**src/rtl/hsv_convert_arbiter_pkg.sv**
```systemverilog
// Shared widths, defaults and requester encodings for the two-port HSV converter arbiter.
package hsv_convert_arbiter_pkg;

  localparam int PIX_W              = 24;
  localparam int ID_W               = 1;
  localparam int LAT_DEFAULT        = 18;
  localparam int FIFO_DEPTH_DEFAULT = 32;

  typedef enum logic {
    REQ0 = 1'b0,
    REQ1 = 1'b1
  } req_id_e;

  localparam req_id_e RR_RESET = REQ0;

  function automatic req_id_e other_req(input req_id_e id);
    return (id == REQ0) ? REQ1 : REQ0;
  endfunction

endpackage

```
**src/rtl/hsv_convert_arbiter_if.sv**
```systemverilog
// Requester, converter and result handshakes of the arbiter, bundled with master/slave views.
interface hsv_convert_arbiter_if;
  import hsv_convert_arbiter_pkg::*;

  logic             req0_valid;
  logic [PIX_W-1:0] req0_hsv;
  logic             req0_ready;
  logic             req1_valid;
  logic [PIX_W-1:0] req1_hsv;
  logic             req1_ready;
  logic [PIX_W-1:0] cv_hsv;
  logic [PIX_W-1:0] cv_rgb;
  logic             out_valid;
  logic [PIX_W-1:0] out_rgb;
  logic             out_id;
  logic             out_ready;
  logic             busy;

  modport master (
    output req0_valid, req0_hsv, req1_valid, req1_hsv, cv_rgb, out_ready,
    input  req0_ready, req1_ready, cv_hsv, out_valid, out_rgb, out_id, busy
  );

  modport slave (
    input  req0_valid, req0_hsv, req1_valid, req1_hsv, cv_rgb, out_ready,
    output req0_ready, req1_ready, cv_hsv, out_valid, out_rgb, out_id, busy
  );

endinterface

```
**src/rtl/hsv_convert_arbiter_chk.sv**
```systemverilog
// Invariant checks for the arbiter: the credit scheme must never let a result reach a full FIFO.
module hsv_convert_arbiter_chk (
  input logic clk,
  input logic reset,
  input logic push,
  input logic full
);

  a_no_push_when_full: assert property (@(posedge clk) disable iff (reset) !(push && full));

endmodule

```
**src/rtl/hsv_convert_arbiter_conv_result_fifo.sv**
```systemverilog
// Synchronous first-word-visible FIFO holding converter results; DEPTH must be a power of two.
module conv_result_fifo
  import hsv_convert_arbiter_pkg::*;
#(
  parameter int WIDTH = PIX_W + ID_W,
  parameter int DEPTH = FIFO_DEPTH_DEFAULT
) (
  input  logic                       clk,
  input  logic                       reset,
  input  logic                       push,
  input  logic [WIDTH-1:0]           push_data,
  input  logic                       pop,
  output logic [WIDTH-1:0]           pop_data,
  output logic [$clog2(DEPTH+1)-1:0] count,
  output logic                       full,
  output logic                       empty
);

  localparam int CNT_W = $clog2(DEPTH + 1);
  localparam int PTR_W = $clog2(DEPTH);
  localparam logic [PTR_W-1:0] PTR_ONE = PTR_W'(1'b1);
  localparam logic [CNT_W-1:0] CNT_ONE = CNT_W'(1'b1);

  logic [WIDTH-1:0] mem_r [DEPTH];
  logic [PTR_W-1:0] wr_ptr_r;
  logic [PTR_W-1:0] rd_ptr_r;
  logic [CNT_W-1:0] count_r;
  logic             wr_en_s;
  logic             rd_en_s;

  assign empty    = (count_r == {CNT_W{1'b0}});
  assign full     = (count_r == CNT_W'(DEPTH));
  assign count    = count_r;
  assign pop_data = mem_r[rd_ptr_r];
  // A push at full is only taken together with a pop, which frees the head slot this edge.
  assign wr_en_s  = push && (!full || pop);
  assign rd_en_s  = pop && !empty;

  // Storage write; contents need no reset because count gates visibility.
  always_ff @(posedge clk) begin
    if (wr_en_s) begin
      mem_r[wr_ptr_r] <= push_data;
    end
  end

  // Pointers and occupancy; pointers wrap naturally at the power-of-two depth.
  always_ff @(posedge clk) begin
    if (reset) begin
      wr_ptr_r <= {PTR_W{1'b0}};
      rd_ptr_r <= {PTR_W{1'b0}};
      count_r  <= {CNT_W{1'b0}};
    end else begin
      if (wr_en_s) begin
        wr_ptr_r <= wr_ptr_r + PTR_ONE;
      end
      if (rd_en_s) begin
        rd_ptr_r <= rd_ptr_r + PTR_ONE;
      end
      case ({wr_en_s, rd_en_s})
        2'b10:   count_r <= count_r + CNT_ONE;
        2'b01:   count_r <= count_r - CNT_ONE;
        default: count_r <= count_r;
      endcase
    end
  end

endmodule

```
**src/rtl/hsv_convert_arbiter.sv**
```systemverilog
// Round-robin sharing of one fixed-latency HSV->RGB converter between two requesters, with credit-protected result return.
module hsv_convert_arbiter
  import hsv_convert_arbiter_pkg::*;
#(
  parameter int LAT        = LAT_DEFAULT,
  parameter int FIFO_DEPTH = FIFO_DEPTH_DEFAULT
) (
  input logic                  clk,
  input logic                  reset,
  hsv_convert_arbiter_if.slave bus
);

  localparam int IFL_W = $clog2(LAT + 1);
  localparam int CNT_W = $clog2(FIFO_DEPTH + 1);
  localparam int OCC_W = $clog2(LAT + FIFO_DEPTH + 1);
  localparam int ENT_W = PIX_W + ID_W;
  localparam logic [IFL_W-1:0] IFL_ONE = IFL_W'(1'b1);

  logic [LAT-1:0]   tag_vld_r;
  logic [LAT-1:0]   tag_id_r;
  logic [IFL_W-1:0] inflight_r;
  logic [PIX_W-1:0] cv_hsv_r;
  req_id_e          rr_r;

  req_id_e          grant_s;
  logic [OCC_W-1:0] occ_s;
  logic             can_issue_s;
  logic             ready0_s;
  logic             ready1_s;
  logic             accept_s;
  logic [PIX_W-1:0] issue_hsv_s;
  logic             push_s;
  logic             pop_s;
  logic [ENT_W-1:0] push_data_s;
  logic [ENT_W-1:0] pop_data_s;
  logic [CNT_W-1:0] fifo_count_s;
  logic             fifo_full_s;
  logic             fifo_empty_s;

  // Credits count everything already committed: in the converter or waiting in the FIFO.
  assign occ_s       = OCC_W'(inflight_r) + OCC_W'(fifo_count_s);
  assign can_issue_s = (occ_s < OCC_W'(FIFO_DEPTH));

  // Grant selection: a lone requester wins, a tie goes to the round-robin favourite.
  always_comb begin
    grant_s = rr_r;
    case ({bus.req1_valid, bus.req0_valid})
      2'b01:   grant_s = REQ0;
      2'b10:   grant_s = REQ1;
      2'b11:   grant_s = rr_r;
      default: grant_s = rr_r;
    endcase
  end

  // Ready generation, held low during reset and whenever credits are exhausted.
  always_comb begin
    ready0_s = 1'b0;
    ready1_s = 1'b0;
    if (reset) begin
      ready0_s = 1'b0;
      ready1_s = 1'b0;
    end else begin
      ready0_s = can_issue_s && (grant_s == REQ0);
      ready1_s = can_issue_s && (grant_s == REQ1);
    end
  end

  assign accept_s    = (ready0_s && bus.req0_valid) || (ready1_s && bus.req1_valid);
  assign issue_hsv_s = (grant_s == REQ1) ? bus.req1_hsv : bus.req0_hsv;

  // Issue register, rr pointer, tag shift register and in-flight counter.
  always_ff @(posedge clk) begin
    if (reset) begin
      cv_hsv_r   <= {PIX_W{1'b0}};
      rr_r       <= RR_RESET;
      tag_vld_r  <= {LAT{1'b0}};
      tag_id_r   <= {LAT{1'b0}};
      inflight_r <= {IFL_W{1'b0}};
    end else begin
      tag_vld_r <= {tag_vld_r[LAT-2:0], accept_s};
      tag_id_r  <= {tag_id_r[LAT-2:0], accept_s && (grant_s == REQ1)};
      if (accept_s) begin
        cv_hsv_r <= issue_hsv_s;
        rr_r     <= other_req(grant_s);
      end
      case ({accept_s, push_s})
        2'b10:   inflight_r <= inflight_r + IFL_ONE;
        2'b01:   inflight_r <= inflight_r - IFL_ONE;
        default: inflight_r <= inflight_r;
      endcase
    end
  end

  // The converter output lines up with the tag that leaves the last stage.
  assign push_s      = tag_vld_r[LAT-1];
  assign push_data_s = {bus.cv_rgb, tag_id_r[LAT-1]};
  assign pop_s       = !fifo_empty_s && bus.out_ready;

  conv_result_fifo #(
    .WIDTH (ENT_W),
    .DEPTH (FIFO_DEPTH)
  ) u_fifo (
    .clk       (clk),
    .reset     (reset),
    .push      (push_s),
    .push_data (push_data_s),
    .pop       (pop_s),
    .pop_data  (pop_data_s),
    .count     (fifo_count_s),
    .full      (fifo_full_s),
    .empty     (fifo_empty_s)
  );

  hsv_convert_arbiter_chk u_chk (
    .clk   (clk),
    .reset (reset),
    .push  (push_s),
    .full  (fifo_full_s)
  );

  assign bus.req0_ready = ready0_s;
  assign bus.req1_ready = ready1_s;
  assign bus.cv_hsv     = cv_hsv_r;
  assign bus.out_valid  = !fifo_empty_s;
  assign bus.out_rgb    = pop_data_s[ENT_W-1:ID_W];
  assign bus.out_id     = pop_data_s[0];
  assign bus.busy       = (inflight_r != {IFL_W{1'b0}}) || !fifo_empty_s;

endmodule

```
**src/flat_wrapper.sv**
```systemverilog
// flat-port wrapper written by rule: the top's interface ports become plain ports
module hsv_convert_arbiter_flat import hsv_convert_arbiter_pkg::*;
#(
  parameter int LAT        = LAT_DEFAULT,
  parameter int FIFO_DEPTH = FIFO_DEPTH_DEFAULT
)
  (clk, reset, bus_req0_valid, bus_req0_hsv, bus_req1_valid, bus_req1_hsv, bus_cv_rgb, bus_out_ready, bus_req0_ready, bus_req1_ready, bus_cv_hsv, bus_out_valid, bus_out_rgb, bus_out_id, bus_busy);
  hsv_convert_arbiter_if bus_i ();
  input logic clk;
  input logic reset;
  input wire logic [$bits(bus_i.req0_valid)-1:0] bus_req0_valid;
  input wire logic [$bits(bus_i.req0_hsv)-1:0] bus_req0_hsv;
  input wire logic [$bits(bus_i.req1_valid)-1:0] bus_req1_valid;
  input wire logic [$bits(bus_i.req1_hsv)-1:0] bus_req1_hsv;
  input wire logic [$bits(bus_i.cv_rgb)-1:0] bus_cv_rgb;
  input wire logic [$bits(bus_i.out_ready)-1:0] bus_out_ready;
  output wire logic [$bits(bus_i.req0_ready)-1:0] bus_req0_ready;
  output wire logic [$bits(bus_i.req1_ready)-1:0] bus_req1_ready;
  output wire logic [$bits(bus_i.cv_hsv)-1:0] bus_cv_hsv;
  output wire logic [$bits(bus_i.out_valid)-1:0] bus_out_valid;
  output wire logic [$bits(bus_i.out_rgb)-1:0] bus_out_rgb;
  output wire logic [$bits(bus_i.out_id)-1:0] bus_out_id;
  output wire logic [$bits(bus_i.busy)-1:0] bus_busy;
  assign bus_i.req0_valid = bus_req0_valid;
  assign bus_i.req0_hsv = bus_req0_hsv;
  assign bus_i.req1_valid = bus_req1_valid;
  assign bus_i.req1_hsv = bus_req1_hsv;
  assign bus_i.cv_rgb = bus_cv_rgb;
  assign bus_i.out_ready = bus_out_ready;
  assign bus_req0_ready = bus_i.req0_ready;
  assign bus_req1_ready = bus_i.req1_ready;
  assign bus_cv_hsv = bus_i.cv_hsv;
  assign bus_out_valid = bus_i.out_valid;
  assign bus_out_rgb = bus_i.out_rgb;
  assign bus_out_id = bus_i.out_id;
  assign bus_busy = bus_i.busy;
  hsv_convert_arbiter #(.LAT(LAT), .FIFO_DEPTH(FIFO_DEPTH)) u_core (.clk(clk), .reset(reset), .bus(bus_i));
endmodule
```
**config.mk**
```make
export PLATFORM = sky130hd
export DESIGN_NAME = hsv_convert_arbiter_flat
export DESIGN_NICKNAME = d
export VERILOG_FILES = /design/src/rtl/hsv_convert_arbiter_pkg.sv /design/src/rtl/hsv_convert_arbiter_if.sv /design/src/rtl/hsv_convert_arbiter_chk.sv /design/src/rtl/hsv_convert_arbiter_conv_result_fifo.sv /design/src/rtl/hsv_convert_arbiter.sv /design/src/flat_wrapper.sv
export SDC_FILE = /design/constraint.sdc
export NUM_CORES = 1
export LEC_CHECK = 0
export CAP_MARGIN = 20
export CORE_MARGIN = 3
export CORE_UTILIZATION = 52
export CTS_BUF_LIST = sky130_fd_sc_hd__clkbuf_16
export CTS_CLUSTER_SIZE = 28
export DETAILED_ROUTE_END_ITERATION = 10
export PLACE_DENSITY = 0.7
export SLEW_MARGIN = 20
export SYNTH_ARGS = -nofsm -noshare
export SYNTH_HDL_FRONTEND = slang
export SYNTH_SLANG_ARGS = --single-unit
```
**constraint.sdc**
```tcl
create_clock -name clk -period 10.5 [get_ports clk]
set_input_delay 2.625 -clock clk [delete_from_list [all_inputs] [get_ports clk]]
set_output_delay 2.625 -clock clk [all_outputs]
set_load 0.03 [all_outputs]
```
==> results of run 1 <==
placed cells by master, fill, tap and decap left out, types with 3 or more instances in the layout:
cell type and count:
edfxtp_1 800, mux2i_1 228, clkdlybuf4s50_1 126, mux4_2 100, a22oi_1 100, nor2b_1 90, clkbuf_16 89, dfxtp_1 85
a21oi_1 62, nand3_1 53, nor2_1 49, buf_4 47, inv_1 36, nor2_4 32, nand4_1 29, a211oi_1 25
clkinv_1 21, ha_1 19, clkinv_2 16, nand2_1 9, xor2_1 9, bufinv_16 8, o21ai_0 6, xnor2_1 5
or3b_2 4, nand3b_1 4, a21o_1 4, inv_6 4, or3_1 3, nor3_1 3, nor4b_1 3, buf_2 3
registers in the layout, indices dropped and copies added, names as in the netlist, named ones only:
name / count
u_core.u_fifo.wr_ptr_r: 5
u_core.rr_r: 1
u_core.inflight_r: 5
u_core.u_fifo.mem_r: 800
u_core.u_fifo.rd_ptr_r: 5
u_core.u_fifo.count: 6
u_core.bus.cv_hsv: 24
u_core.tag_id_r: 18
u_core.tag_vld_r: 18
worst max-delay path, delay by kind of cell:
kind / cells / cell delay (ns)
adders and majority gates: 1 / 0.34
muxes: 1 / 0.23
buffers and inverters: 4 / 1.64
and+or+nand+nor: 1 / 0.23
per-stage QoR:
step	std cells	worst slack, ns	util
3_5_place_dp	2802	2.77	0.568
3_3_place_gp	2802	2.81	0.568
6_report	2968	2.81	0.612
4_1_cts	2965	2.78	0.611
5_1_grt	2968	2.66	0.612
2_1_floorplan	1876	3.47	-
per-layer routing:
metal	global-route usage	part of all wire	wire [µm]	up-vias
met5	0	0.00038	31	-
met4	0.0857	0.034	2740	4
met3	0.0454	0.082	6680	173
met2	0.383	0.48	39300	843
met1	0.324	0.40	32800	9224
li1	-	-	-	7814
final timing paths:
path	start	end	slack [ns]	cells after the start
worst max-delay path	bus_req0_valid	bus_req0_ready	2.81	7
worst min register to register	u_core.tag_vld_r[1]	u_core.tag_vld_r[2]	0.43	1
worst min-delay path	u_core.tag_vld_r[1]	u_core.tag_vld_r[2]	0.43	1
worst max register to register	u_core.u_fifo.count[4]	u_core.inflight_r[4]	6.77	14
cells by family after synthesis:
family / count (synthesis) / share of synthesized area
flip-flops: 887 / 0.752
multiplexers: 330 / 0.133
AND/OR/NAND/NOR: 296 / 0.0468
AO/OA/AOI/OAI: 206 / 0.0404
buffers and inverters: 122 / 0.0157
adder cells (fa/ha/maj): 21 / 0.00811
XOR/XNOR: 14 / 0.00358
report_power, final:
part	switching, W	leakage [nW]	internal, W	total [W]
combinational	0.000104	2.98	0.0000683	0.000172
clock	0.00129	1.45	0.00174	0.00303
sequential	0.00000771	7.84	0.00386	0.00386
total	0.00140	12.3	0.00566	0.00706
layout make-up:
type / count / area (µm²)
Sequential cell: 887 / 25800
Fill cell: 4537 / 25200
Multi-Input combinational cell: 867 / 8240
Clock buffer: 89 / 2230
Timing Repair Buffer: 179 / 1700
Tap cell: 855 / 1070
Clock inverter: 74 / 577
Inverter: 16 / 60.1
Antenna cell: 1 / 2.50
==> metrics, run 1 <==
status=complete, no violations; initial antenna violation count=4; PD cells=~180 mW/mm²; placed inst area=0.0368 mm²; pin count of the biggest net entering global routing=89; Routability Congestion=0.786; crit-path max FO=29; syn avg cell area=about 18 µm²; gr ovfl total=0; hold crit path type=register to register; worst skew pair latency=0.64 ns; Top FF cell, synth=edfxtp_1; max-slew violations=0; fin area=roughly 0.040 mm²; max_cap viols=0; vias in the first global route=18600; crit start category=primary input; CP max-delay cell=clkdlybuf4s50_1; Post-DP HPWL=43300 µm; Critical Path, Cell by Cell=clkdlybuf4s50_1, inv_1, ha_1, mux2i_4, buf_4, nor3b_1, clkdlybuf4s50_1; final worst path period need=between 7 and 8 ns; Most common cell on crit path=clkdlybuf4s50_1; first-pass GRT wire length=120000 µm; Port Buffer Count=approximately 130; initial core utilization=0.528; Clock Root Buffer=clkbuf_16; Worst-path clk slew=0.06 ns; Sink Count=around 890; routed length per instance=27.5 µm; CP arrival=5.07 ns; die area=0.0690 mm²; Static Leak=12.3 nW; Final Cycle Share=0.733; fmax=130 MHz; register area share after synthesis=0.752; hold-fix buffers at CTS=0; layout cells sized above 1=0.156; ys async rst share=0; kind of critical path=primary input to output pin; DR vias=18100; Area growth syn-to-layout=15.8%; Max IR drop VDD=around 0.00010 V; Slew @ Worst Pin=1.06 ns; Max Buffers Root-to-Sink=3; relative slew slack=0.289; largest cells by area after synthesis=edfxtp_1 (70%), mux2i_1 (6.7%), mux4_2 (6.6%), dfxtp_1 (5.1%), a22oi_1 (2.2%); post-cts gate resize count=0; Max H-tree Level=3; most frequent cell after synthesis=edfxtp_1; Die Wd=263 µm; clock tree from TritonCTS=done; DR iter-0 viols=about 1900; FF+latch count, synth=887; Netlist Area Pre-Place=between 0.03 and 0.04 mm²; DR vias/cell=6.08; total power=0.00706 W; synth warn=0; Initial DRT Pass Iterations=5; postcts setup bufs=0; Clock Skew=between 0.02 and 0.025 ns; antenna viol nets, final=0; Die Y=263 µm; Synthesized Nets=1974; CP required=7.88 ns; GRT Total Usage=0.237; Final nets=2137; RSZ-0062 raised after global routing=no; Inserted Clock Buffers=88; top cell type's share of synthesized area=0.701; Residual DRC=0; Crit path largest cell delay=0.70 ns; Synth Instances=1876; EDFF count, synth=800; synth unique cells=47; WHS=roughly 0.43 ns; count of final setup violators=0; cell taking the most area after synthesis=edfxtp_1; Hold Vio Cnt, Final=0; Synth top cells by count=edfxtp_1 (800), mux2i_1 (229), a22oi_1 (100), mux4_2 (100), nor2b_1 (93); Top Ports=130; row count=93; Critical Path End Type=output pin; core area=0.0648 mm²; Routed WL=a little over 80000 µm; Setup TNS Final=0 ns
No activity file was read; power rests on OpenSTA's default activity.
==> inputs of run 2 (changes only) <==
--- a/config.mk
+++ b/config.mk
@@ -11,7 +11,7 @@
 export CTS_BUF_LIST = sky130_fd_sc_hd__clkbuf_16
 export CTS_CLUSTER_SIZE = 28
 export DETAILED_ROUTE_END_ITERATION = 10
-export PLACE_DENSITY = 0.7
+export PLACE_DENSITY = 0.72
 export SLEW_MARGIN = 20
 export SYNTH_ARGS = -nofsm -noshare
 export SYNTH_HDL_FRONTEND = slang
==> constraint.sdc (replaced) <==
create_clock -name clk -period 6.5 [get_ports clk]
set_input_delay 1.625 -clock clk [delete_from_list [all_inputs] [get_ports clk]]
set_output_delay 1.625 -clock clk [all_outputs]
set_load 0.03 [all_outputs]
==> metrics, run 2 (same netlist as run 1, synthesis figures left out) <==
Register Area=0.0258 mm²; Clock Skew=0.0243 ns; Max IR drop VDD=0.000165 V; PD cells=287 mW/mm²; antenna viol nets, final=0; Worst Hold End=u_core.tag_vld_r[2]; hold depth=1; GRT Total Usage=0.232; Initial DRT Pass Iterations=5; initial antenna violation count=3; post-cts gate resize count=0; gr ovfl total=0; core area=0.0648 mm²; final worst path period need=5.46 ns; Hold Vio Cnt, Final=0; DR vias/cell=6.06; total power=0.0115 W; Critical Path End Type=output pin; fmax=approximately 180 MHz; Setup TNS Final=0 ns; status=complete, no violations; Clock Root Buffer=clkbuf_16; crit-path max FO=29; CP arrival=3.83 ns; cell count after placement=about 2800; Sink Count=~890; Post-DP HPWL=about 46000 µm; first-pass GRT wire length=119000 µm; Critical R2R Launch=u_core.u_fifo.count[4]; Max Buffers Root-to-Sink=3; Non-Filler Instances=2975; CP max-delay cell=nor2b_4; kind of critical path=register to output pin; Routed WL=80200 µm; routed length per instance=around 27 µm; Die Wd=263 µm; RSZ-0062 raised after global routing=no; largest register by flop count=u_core.u_fifo.mem_r; DR iter-0 viols=1800; die area=0.0690 mm²; Inserted Clock Buffers=87; Max H-tree Level=3; max-slew violations=0; Hold Crit Start=u_core.tag_vld_r[1]; commonest non-fill, non-tap cells in the layout=edfxtp_1 (800), mux2i_1 (228), clkdlybuf4s50_1 (117); row count=a little over 90; pre-CTS WS=1.09 ns; relative slew slack=0.258; Static Leak=12.5 nW; clock tree from TritonCTS=done; Worst-path clk slew=~0.06 ns; Reg2Reg Depth=14; DR vias=18000; Final nets=2144; Die Y=263 µm; commonest non-fill, non-tap cell in the layout=edfxtp_1; layout cells sized above 1=0.167; Residual DRC=0; count of final setup violators=0; number of fill cells=4361; postcts setup bufs=0; Setup WS post-layout=1.04 ns; FF-to-FF setup slack=2.69 ns; Crit path largest cell delay=0.78 ns; worst skew pair latency=0.65 ns; Critical Path, Cell by Cell=nor2b_4, buf_4, a22oi_1, nand3_1, nand4_1, clkdlybuf4s50_1; CP required=about 5 ns; hold-fix buffers at CTS=0; Multi-input gate area=0.00824 mm²; WHS=0.439 ns; vias in the first global route=18500; Top Ports=130; max_cap viols=0; Routability Congestion=0.782; Port Buffer Count=129; pin count of the biggest net entering global routing=61; Area growth syn-to-layout=17.3%; max reg flops=800; crit start category=register; initial core utilization=0.528; reg-to-reg endpoint=u_core.inflight_r[4]; hold crit path type=register to register; Slew @ Worst Pin=1.11 ns; Final Cycle Share=0.840
-- run 2: how the worst max path moves through the flow --
stage	startpoint	cells past startpoint	slack [ns]	to
CTS	register	6	0.97	bus_out_rgb[3]
finish	register	6	1.04	bus_out_rgb[3]
floorplan	bus_req0_valid	6	1.47	bus_req0_ready
global placement	bus_req0_valid	6	1.13	bus_req0_ready
detailed placement	bus_req0_valid	15	1.09	u_core.inflight_r[4]
global route	register	6	0.91	bus_out_rgb[3]
-- run 2: cell type report --
type / count / area share
diodes: 1 / 0.0000623
clock buffers: 91 / 0.0567
inverters: 16 / 0.00149
repair buffers: 187 / 0.0534
flip-flops and latches: 887 / 0.641
multi-input cells: 867 / 0.205
well taps: 855 / 0.0266
clock inverters: 71 / 0.0152
-- run 2: power by group --
group,switching [W],internal [W],total (W)
Sequential,0.0000125,0.00623,0.00624
Combinational,0.000171,0.000107,0.000278
Clock,0.00212,0.00290,0.00502
-- run 2: stage by stage --
| stage | utilization | area (µm²) |
|---|---|---|
| after global placement | 0.567 | 36700 |
| after floorplan | - | 34200 |
| after global routing | 0.620 | 40200 |
| final | 0.620 | 40200 |
| after CTS | 0.619 | 40100 |
| after detailed placement | 0.574 | 37200 |
-- run 2: critical path, delay by kind of cell (launching register included) --
kind | cells | cell delay (ns)
simple gates | 3 | 1.19
compound gates | 1 | 0.14
buf+inv | 2 | 1.27
flops | 1 | 0.55
-- run 2: metal layers --
metal  global-route usage  share of wire  wire length, µm  up-vias
met3               0.0473          0.077             6210      145
met2                0.388           0.51            40600      809
met1                0.308           0.39            31200     9245
li1                     -              -                -     7831
met4               0.0730          0.028             2230        0
met5                    0              0                0        -
==> inputs of run 3 (changes only) <==
==> constraint.sdc (replaced) <==
create_clock -name clk -period 4.4 [get_ports clk]
set_input_delay 1.1 -clock clk [delete_from_list [all_inputs] [get_ports clk]]
set_output_delay 1.1 -clock clk [all_outputs]
set_load 0.03 [all_outputs]
==> metrics, run 3 (same netlist as run 1, synthesis figures left out) <==
Post-DP HPWL=46500 µm; count of final setup violators=0; DR iter-0 viols=1904; relative slew slack=0.275; RSZ-0062 raised after global routing=no; gr ovfl total=0; CP max-delay cell=clkdlybuf4s50_1; Clock power frac=0.410; GRT Total Usage=0.235; crit-path max FO=24; die area=0.0690 mm²; fmax=233 MHz; combinational power share=0.025; kind of critical path=register to output pin; Critical Path End Type=output pin; Top Ports=130; pre-CTS WS=-0.234 ns; row count=93; initial core utilization=0.528; PD cells=409 mW/mm²; Critical Path, Cell by Cell=buf_4, mux4_2, nor2b_1, a21oi_1, nand4_1, clkdlybuf4s50_1; sw power=~0.0033 W; Pint=0.0130 W; core area=0.0648 mm²; Die Y=roughly 260 µm; commonest non-fill, non-tap cells in the layout=edfxtp_1 (800), mux2i_1 (228), mux4_2 (100), a22oi_1 (100), clkdlybuf4s50_1 (91); Max IR drop VDD=0.000257 V; first-pass GRT wire length=about 120000 µm; Area growth syn-to-layout=16.7%; Static Leak=12.5 nW; switch share=0.202; CP arrival=about 3.2 ns; DR vias=between 15000 and 20000; Final nets=approximately 2200; Initial DRT Pass Iterations=7; hold-fix buffers at CTS=0; Setup WS post-layout=0.102 ns; clock tree from TritonCTS=done; worst skew pair latency=about 0.65 ns; Final Cycle Share=0.977; sequential power share=0.564; Residual DRC=0; Register Area=~0.026 mm²; final worst path period need=between 4 and 5 ns; routed length per instance=approximately 27 µm; layout cells sized above 1=0.171; Max Buffers Root-to-Sink=3; max_cap viols=0; Worst-path clk slew=approximately 0.060 ns; Max H-tree Level=3; hold crit path type=register to register; DR vias/cell=6.08; Clock Root Buffer=clkbuf_16; largest register by flop count=u_core.u_fifo.mem_r; Multi-input gate area=0.00824 mm²; WHS=0.434 ns; vias in the first global route=18700; commonest non-fill, non-tap cell in the layout=edfxtp_1; antenna viol nets, final=0; Die Wd=263 µm; Clock Skew=0.0334 ns; initial antenna violation count=3; pin count of the biggest net entering global routing=88; Routed WL=81100 µm; CP required=about 3.3 ns; Crit path largest cell delay=0.63 ns; postcts setup bufs=0; Port Buffer Count=129; Hold Vio Cnt, Final=0; max-slew violations=0; Inserted Clock Buffers=85; status=complete, no violations; Slew @ Worst Pin=approximately 1.1 ns; max reg flops=800; number of fill cells=between 4000 and 5000; crit start category=register; Routability Congestion=0.798; Sink Count=887
[run 3: per-layer routing]
metal	up-vias	routed length [µm]	global-route usage
met5	-	9	0
met4	2	2700	0.0803
met3	167	6070	0.0433
met2	804	40100	0.388
met1	9369	32200	0.319
li1	7867	-	-
[run 3: stage by stage]
stage                util  cell area, µm²  setup TNS, ns  power [W]  std cells
floorplan               -           34200              0    0.00956       1876
global placement    0.577           37400         -0.160    0.00980       2840
detailed placement  0.577           37400         -0.234    0.00982       2840
CTS                 0.617           40000              0     0.0164       2992
global route        0.617           40000              0     0.0168       2993
finish              0.617           40000              0     0.0163       2994
[run 3: timing repair]
action,CTS,global route
endpoints found under the setup margin,20,8
resized for setup,22,11
gates cloned,0,0
[run 3: worst max-delay path, delay by kind of cell, from the launching register on]
kind,cells,cell delay [ns]
buf+inv,2,1.05
simple gates,2,0.33
flops,1,0.56
compound gates,1,0.27
mux,1,0.35
[run 3: layout make-up]
class / instances / share of cell area
Timing Repair Buffer: 215 / 0.0565
Multi-Input combinational cell: 867 / 0.206
Inverter: 16 / 0.00150
Clock inverter: 66 / 0.0101
Antenna cell: 2 / 0.000125
Clock buffer: 86 / 0.0539
Tap cell: 855 / 0.0268
Sequential cell: 887 / 0.645
[run 3: worst paths after layout]
| path | slack (ns) | to | startpoint | cells past startpoint |
|---|---|---|---|---|
| max reg2reg | 0.63 | u_core.inflight_r[4] | u_core.u_fifo.count[4] | 14 |
| min reg2reg | 0.43 | u_core.tag_id_r[16] | u_core.tag_id_r[15] | 1 |
| max | 0.10 | bus_out_rgb[15] | register | 6 |
| min | 0.43 | u_core.tag_id_r[16] | u_core.tag_id_r[15] | 1 |
[run 3: power groups by stage]
stage	Clock (W)	Sequential, W	Combinational, W
after floorplan	0	0.00944	0.000117
after global placement	0	0.00940	0.000405
after detailed placement	0	0.00940	0.000416
after CTS	0.00681	0.00922	0.000418
after global routing	0.00714	0.00922	0.000447
final	0.00670	0.00922	0.000411
